### config.mk
export PLATFORM = sky130hd
export DESIGN_NAME = counter
export DESIGN_NICKNAME = d
export VERILOG_FILES = /design/src/rtl/counter.sv
export SDC_FILE = /design/constraint.sdc
export NUM_CORES = 1
export LEC_CHECK = 0
export BUFFER_PORTS_ARGS = -buffer_cell sky130_fd_sc_hd__buf_2
export CAP_MARGIN = 20
export CORE_AREA = 2 2 39 41
export CTS_CLUSTER_SIZE = 20
export DETAILED_ROUTE_END_ITERATION = 10
export DIE_AREA = 0 0 41 43
export GPL_TIMING_DRIVEN = 0
export PLACE_DENSITY = 0.8
export SLEW_MARGIN = 20
export SYNTH_ARGS = -nofsm -noshare
export SYNTH_HDL_FRONTEND = slang
export SYNTH_SLANG_ARGS = --single-unit
### constraint.sdc
create_clock -name clk -period 5.25 [get_ports clk]
set_input_delay 0.7875 -clock clk [delete_from_list [all_inputs] [get_ports clk]]
set_output_delay 0.7875 -clock clk [all_outputs]
set_load 0.01 [all_outputs]
### src/rtl/counter.sv
`default_nettype none
// ============================================================================
// Module      : counter
// Description : Parameterised W-bit synchronous up/down counter with count
//               enable. Arithmetic wraps modulo 2^W; cnt comes directly
//               from the count register.
// Revision    : 1.0 - initial release
// ============================================================================
module counter #(
  parameter int W = 8
) (
  input  logic         clk,
  input  logic         rst_n,
  input  logic         up,
  input  logic         en,
  output logic [W-1:0] cnt
);

  // Unit step at full register width, so it also works when W is 1.
  localparam logic [W-1:0] c_ONE = W'(1);

  logic [W-1:0] cnt_q;
  logic [W-1:0] cnt_d;

  // Next count: step in the requested direction when enabled, otherwise hold.
  // The wrap at either end comes from the natural overflow of W-bit math.
  always_comb begin
    cnt_d = cnt_q;
    if (en) begin
      if (up) begin
        cnt_d = cnt_q + c_ONE;
      end else begin
        cnt_d = cnt_q - c_ONE;
      end
    end
  end

  // Count register. Reset clears it at once, without waiting for a clock edge.
  always_ff @(posedge clk or negedge rst_n) begin
    if (!rst_n) begin
      cnt_q <= '0;
    end else begin
      cnt_q <= cnt_d;
    end
  end

  assign cnt = cnt_q;

endmodule
`default_nettype wire

==> summary.md, run 1 <==
| Metric | Value |
|---|---|
| CP Class | `in2reg` |
| 1st-iter DRT viols | `5` |
| I/O pin count | `12` |
| DP HPWL | `around 920 µm` |
| CTS root buf | `clkbuf_4` |
| Syn_nets | `70` |
| VDD IR max | `between 0.0002 and 0.0003 V` |
| Slew at the pin closest to its max-slew limit | `0.2861 ns` |
| Sequential cell area | `200.2 µm²` |
| Sequential cell area fraction in the yosys report | `0.3245` |
| Synthesis warning total | `0` |
| Area grow syn2layout | `15.01%` |
| Final slew viol count | `0` |
| Final Net Count | `85` |
| Initial antenna violation count | `0` |
| Drt pass-1 iters | `4` |
| Leak Pwr | `about 0.33 nW` |
| Pwr dens | `661.1 nW/µm²` |
| CP max stage delay | `0.37 ns` |
| First-pass GRT wire length | `about 1.9 mm` |
| Status | `finished clean` |
| CTS Buf Count | `3` |
| Core Region | `between 1000 and 1500 µm²` |
| Crit share post-route | `0.4390` |
| Crit path DAT | `about 2.4 ns` |
| Critical Path Sink Type | `register` |
| DRT Wirelength | `1.154 mm` |
| Slew headroom | `0.8091` |
| Max Clock Freq | `433.9 MHz` |
| Power consumption | `0.4690 mW` |
| Starting Density | `0.4458` |
| Num rows | `14` |
| Vias in the first global route | `roughly 470` |
| DR vias | `487` |
| Total congestion overflow | `0` |
| Post-route setup TNS | `0 ns` |
| Global placement routability congestion | `0.7176` |
| Later-pin clock latency in the skew report | `0.24 ns` |
| I/O Buffers | `10` |
| FF-to-FF End | `cnt[6]` |
| Max reg flops | `8` |
| ANT cells | `0` |
| DR vias/cell | `5.534` |
| DR DRC count | `0` |
| Hold Violations, Final | `0` |
| Area of the die | `1763 µm²` |
| Syn Inst Count | `59` |
| Die width | `around 40 µm` |
| CP Cell Sequence | `buf_2 -> inv_1 -> ha_1 -> a21oi_2 -> o21bai_1 -> or3_1 -> mux2i_1 -> o22ai_1` |
| CTS tree | `done` |
| FF+latch count, synth | `8` |
| Synth unique cells | `28` |
| Share of post-route cells with drive strength above 1 | `0.3194` |
| CTS Hold Bufs | `0` |
| R2R depth | `6` |
| Fillers | `133` |
| Reg2reg start | `cnt[0]` |
| Clock slew at reported path FFs | `~0.05 ns` |
| Max-cap violations | `0` |
| Worst min path class | `in2async` |
| Avg Inst Size Synth | `about 10 µm²` |
| Setup Buffers After CTS | `0` |
| Per-cell routed wire length | `13.11 µm` |
| Post-route ant nets | `0` |
| Critical Path RT | `5.37 ns` |
| Resize count post-CTS | `0` |
| # H-tree levels | `1` |
| Largest net degree at the start of global routing | `11` |
| Die Y | `43 µm` |
| Max clock buf depth | `2` |
| RSZ-0062 raised after global routing | `false` |
| Mapped Area | `616.8 µm²` |
| Setup violators final | `0` |
| R2R setup slack | `3.39 ns` |
| Crit-path slowest cell | `ha_1` |
| Worst-path maximum fanout | `7` |
| Area occupied by multi-input gates | `between 300 and 400 µm²` |
| Tmin final | `2.305 ns` |
| CP Launch Type | `primary input` |
| All-Layer GR Usage | `0.1619` |
| Clk sinks | `8` |
| Skew final | `0.002553 ns` |
-- layer usage --
| layer | global-route usage | share of wire |
|---|---|---|
| met1 | 0.2054 | 0.44 |
| met4 | 0.1200 | 0.017 |
| met3 | 0.01571 | 0.032 |
| met2 | 0.2406 | 0.51 |
| met5 | 0 | 0 |
-- area by class of cell --
type / count / area share
multi-input cells: 47 / 0.5556
flip-flops and latches: 8 / 0.2822
repair buffers: 10 / 0.07055
clock buffers: 3 / 0.03175
well taps: 16 / 0.02822
plain buffers: 1 / 0.01587
inverters: 3 / 0.01587
-- critical path, delay by kind of cell --
family | cells | cell delay, ns
adders and majority gates | 1 | 0.37
muxes | 1 | 0.16
AOI/OAI and AO/OA | 3 | 0.43
and+or+nand+nor | 1 | 0.32
buffers and inverters | 2 | 0.36
-- cell usage in the layout, fill, tap and decap left out, types with 3 or more instances in the layout --
cell	count
a21oi_1	4
buf_2	10
clkbuf_4	3
dfrtp_1	8
ha_1	6
inv_1	3
mux2_2	3
o21bai_1	3
xnor2_1	4
-- worst max path at each step --
stage                     from      to  depth (start not counted)
after floorplan             up  cnt[6]                          7
after global placement      up  cnt[6]                          8
after detailed placement    up  cnt[7]                          8
after CTS                   up  cnt[7]                          8
after global routing        up  cnt[7]                          8
final                       up  cnt[7]                          8
-- cells by family after synthesis --
| family | count (synthesis) | synth area share |
|---|---|---|
| XOR/XNOR | 6 | 0.08519 |
| AND/OR/NAND/NOR | 10 | 0.08116 |
| AO/OA/AOI/OAI | 19 | 0.2231 |
| buffers and inverters | 4 | 0.03651 |
| multiplexers | 5 | 0.09532 |
| flip-flops | 8 | 0.3245 |
| adder cells (fa/ha/maj) | 7 | 0.1542 |
-- power breakdown --
group	internal [mW]	leakage, nW	total, mW	switching, mW
combinational	0.149	0.226	0.301	0.152
sequential	0.0949	0.0936	0.124	0.0291
clock	0.0260	0.0138	0.0442	0.0182
-- cell usage after synthesis --
cell	n	area, µm²
o21ai_0	2	10.01
a21o_1	2	15.01
xnor2_1	4	35.03
mux2i_1	1	10.01
and3_2	1	7.510
mux2_4	1	15.01
xor2_1	2	17.52
nand2b_1	1	6.260
ha_1	6	75.07
a31oi_1	1	6.260
a221oi_2	1	15.01
o21ai_1	1	5.000
a21oi_1	4	20.02
a211oi_2	1	12.51
nand2_1	2	7.510
nor3_1	2	10.01
mux2_2	3	33.78
nor2_1	2	7.510
o22ai_1	1	6.260
dfrtp_1	8	200.2
nand3_1	1	5.000
fa_1	1	20.02
o21bai_1	3	22.52
inv_1	3	11.26
buf_6	1	11.26
a21oi_2	2	17.52
a211oi_1	1	7.510
or3_1	1	6.260
-- through the flow --
step | hold WS [ns] | cell area [µm²] | worst slack (ns) | std cells | utilization
after floorplan | 0.4919 | 616.8 | 3.052 | 59 | -
after global placement | 0.5070 | 686.9 | 2.737 | 85 | 0.4964
after detailed placement | 0.5071 | 686.9 | 2.693 | 85 | 0.4964
after CTS | 0.3681 | 709.4 | 2.957 | 88 | 0.5127
after global routing | 0.3792 | 709.4 | 2.738 | 88 | 0.5127
final | 0.3744 | 709.4 | 2.945 | 88 | 0.5127
Note: power is estimated with default switching activity, not from simulation.
==> run 2: changes to the inputs <==
--- a/config.mk
+++ b/config.mk
@@ -5,14 +5,15 @@
 export SDC_FILE = /design/constraint.sdc
 export NUM_CORES = 1
 export LEC_CHECK = 0
+export ABC_AREA = 1
 export BUFFER_PORTS_ARGS = -buffer_cell sky130_fd_sc_hd__buf_2
 export CAP_MARGIN = 20
-export CORE_AREA = 2 2 39 41
+export CORE_MARGIN = 1
+export CORE_UTILIZATION = 47
 export CTS_CLUSTER_SIZE = 20
 export DETAILED_ROUTE_END_ITERATION = 10
-export DIE_AREA = 0 0 41 43
 export GPL_TIMING_DRIVEN = 0
-export PLACE_DENSITY = 0.8
+export PLACE_DENSITY = 0.83
 export SLEW_MARGIN = 20
 export SYNTH_ARGS = -nofsm -noshare
 export SYNTH_HDL_FRONTEND = slang
==> constraint.sdc (replaced) <==
create_clock -name clk -period 2.1 [get_ports clk]
set_input_delay 0.315 -clock clk [delete_from_list [all_inputs] [get_ports clk]]
set_output_delay 0.315 -clock clk [all_outputs]
set_load 0.01 [all_outputs]
==> run 2 against run 1 <==
Compared with the run above: worst setup slack worse by 2.4 ns; sequential share of layout area is 0.96 points lower; core utilization is 11 points higher; non-clock buffer count is 1 higher; register-to-register slack worse by 2.8 ns; largest power group unchanged; critical path type is now reg2reg.
==> summary.md, run 2 <==
| Metric | Value |
|---|---|
| # H-tree levels | `1` |
| DR vias/cell | `5.115` |
| CP Launch Type | `register` |
| Fillers | `112` |
| Skew final | `0.003890 ns` |
| Worst Setup SP | `cnt[0]` |
| Leak Pwr | `between 0.4 and 0.5 nW` |
| Mapped Area | `634.4 µm²` |
| Synthesis warning total | `0` |
| Clock slew at reported path FFs | `0.05 ns` |
| Per-cell routed wire length | `11.57 µm` |
| Core Region | `1186 µm²` |
| Slew headroom | `0.8003` |
| Total congestion overflow | `0` |
| RSZ-0062 raised after global routing | `false` |
| FF+latch count, synth | `8` |
| Starting Density | `0.5348` |
| Cell total after placement | `109` |
| VDD IR max | `0.0007003 V` |
| R2R setup slack | `~0.57 ns` |
| Clk sinks | `8` |
| DRT Wirelength | `1.307 mm` |
| DR vias | `578` |
| Most frequent cell after synthesis | `nand2_1` |
| Num rows | `12` |
| Synth unique cells | `17` |
| Critical Path Sink Type | `register` |
| Drt pass-1 iters | `4` |
| Syn Inst Count | `85` |
| 1st-iter DRT viols | `11` |
| Status | `finished clean` |
| I/O pin count | `12` |
| First-pass GRT wire length | `2.063 mm` |
| Final instance area | `734.5 µm²` |
| R2R depth | `7` |
| Max Clock Freq | `655.2 MHz` |
| Tmin final | `1.526 ns` |
| Area leader, netlist | `dfrtp_1` |
| Vias in the first global route | `502` |
| DR WL met2 | `637 µm` |
| CTS tree | `done` |
| ANT cells | `0` |
| Area of the die | `1501 µm²` |
| Post-route ant nets | `0` |
| CTS Buf Count | `3` |
| Area grow syn2layout | `15.78%` |
| Initial antenna violation count | `0` |
| Highest-count cells in the layout ignoring fill and taps | `nand2_1, inv_1, buf_2` |
| Synth top cells by count | `nand2_1, inv_1, nand3_1, dfrtp_1, ha_1` |
| Crit share post-route | `0.7268` |
| Largest net degree at the start of global routing | `10` |
| Die Y | `38.74 µm` |
| Final Net Count | `112` |
| Max-cap violations | `0` |
| Post-route setup TNS | `0 ns` |
| Share of post-route cells with drive strength above 1 | `0.1919` |
| DP HPWL | `1.001 mm` |
| Avg Inst Size Synth | `7.463 µm²` |
| CP Class | `reg2reg` |
| Setup violators final | `0` |
| Sequential cell area fraction in the yosys report | `0.3156` |
| Reg2reg start | `cnt[0]` |
| DR DRC count | `0` |
| Worst min path class | `in2reg` |
| CTS root buf | `clkbuf_4` |
| Wl on met1 | `~590 µm` |
| Crit path DAT | `1.67 ns` |
| Top post-synthesis cells by area | `dfrtp_1, nand2_1, ha_1` |
| FF-to-FF End | `cnt[6]` |
| Max reg flops | `8` |
| Worst-path maximum fanout | `4` |
| Critical Path RT | `2.24 ns` |
| Non-filler instance count after layout | `113` |
| Share of the synthesized area in the top cell type | `0.3156` |
| Max clock buf depth | `2` |
| Dominant synthesized flop cell | `dfrtp_1` |
| Met3 Routed Length | `39 µm` |
| Pwr dens | `1513 nW/µm²` |
| Syn_nets | `96` |
| Die width | `38.74 µm` |
| Slew at the pin closest to its max-slew limit | `0.2992 ns` |
| Later-pin clock latency in the skew report | `approximately 0.25 ns` |
| Critical Path End | `cnt[6]` |
| Most common cell after layout, fill and taps aside | `nand2_1` |
| Placed cell areas | `around 700 µm²` |
| WHS | `0.2997 ns` |
| Ys async rst share | `1.000` |
| Global placement routability congestion | `0.8191` |
| Post-synth EDFFs | `0` |
| Hold Violations, Final | `0` |
| Final slew viol count | `0` |
| All-Layer GR Usage | `0.2172` |
| Setup Buffers After CTS | `0` |
| I/O Buffers | `10` |
| Max Used Layer | `met4` |
| Power consumption | `1.111 mW` |
run 2: changes by cell type in the layout (fill, tap and decap cells not counted), moves of 3 or more:
cell | previous run | this run
nand2_1 | 2 | 32
nand3_1 | 1 | 9
inv_1 | 3 | 10
xnor2_1 | 4 | 0
mux2_2 | 3 | 0
o21bai_1 | 3 | 0
run 2: cells by family after synthesis:
group                      after synthesis  synth area share
AOI/OAI and AO/OA                        7           0.07297
and+or+nand+nor                         49            0.3392
adders and majority gates                7            0.1499
DFF                                      8            0.3156
buffers and inverters                   12           0.08284
xor gates and xnor gates                 2           0.03946
run 2: report_power, final:
part / total [mW] / internal (mW) / leakage, nW / switching (mW)
combinational: 0.687 / 0.290 / 0.309 / 0.397
clock: 0.116 / 0.0653 / 0.0138 / 0.0509
sequential: 0.308 / 0.234 / 0.0957 / 0.0741
run 2: cell type report:
class	instances	area [µm²]	share of cell area
multi-input cells	65	381.6	0.5196
inverters	11	41.29	0.05622
clock buffers	3	22.52	0.03066
well taps	14	17.52	0.02385
plain buffers	1	11.26	0.01533
flip-flops and latches	8	200.2	0.2726
repair buffers	11	60.06	0.08177
run 2: how the worst min path moves through the flow:
stage / startpoint / cells after the start / slack (ns) / to
floorplan: rst_n / 0 / 0.02 / cnt[0]
global placement: rst_n / 1 / 0.17 / cnt[6]
detailed placement: rst_n / 1 / 0.17 / cnt[5]
CTS: en / 2 / 0.29 / cnt[0]
global route: en / 2 / 0.29 / cnt[0]
finish: en / 2 / 0.30 / cnt[0]
run 2: repair_timing:
action	CTS	global route
hold endpoints to repair	8	0
hold buffers	1	0
resized for setup	0	0
run 2: metrics by stage:
stage	setup WS [ns]	util
detailed placement	0.3661	0.5918
floorplan	0.6945	-
global route	0.4643	0.6192
CTS	0.5783	0.6192
finish	0.5738	0.6192
global placement	0.4102	0.5918
run 2: per-layer routing:
layer	global-route usage	vias to the layer above
met5	0	-
li1	-	297
met4	0.1552	0
met1	0.2545	263
met2	0.3667	13
met3	0.01734	5
run 2: critical path, cell delays in order, from the launching register on:
cell	delay [ns]
dfrtp_1	0.43
fa_1	0.44
nand2_1	0.10
nand2_1	0.10
nand3b_1	0.12
nand3_1	0.08
nand3_1	0.09
nand2_1	0.06
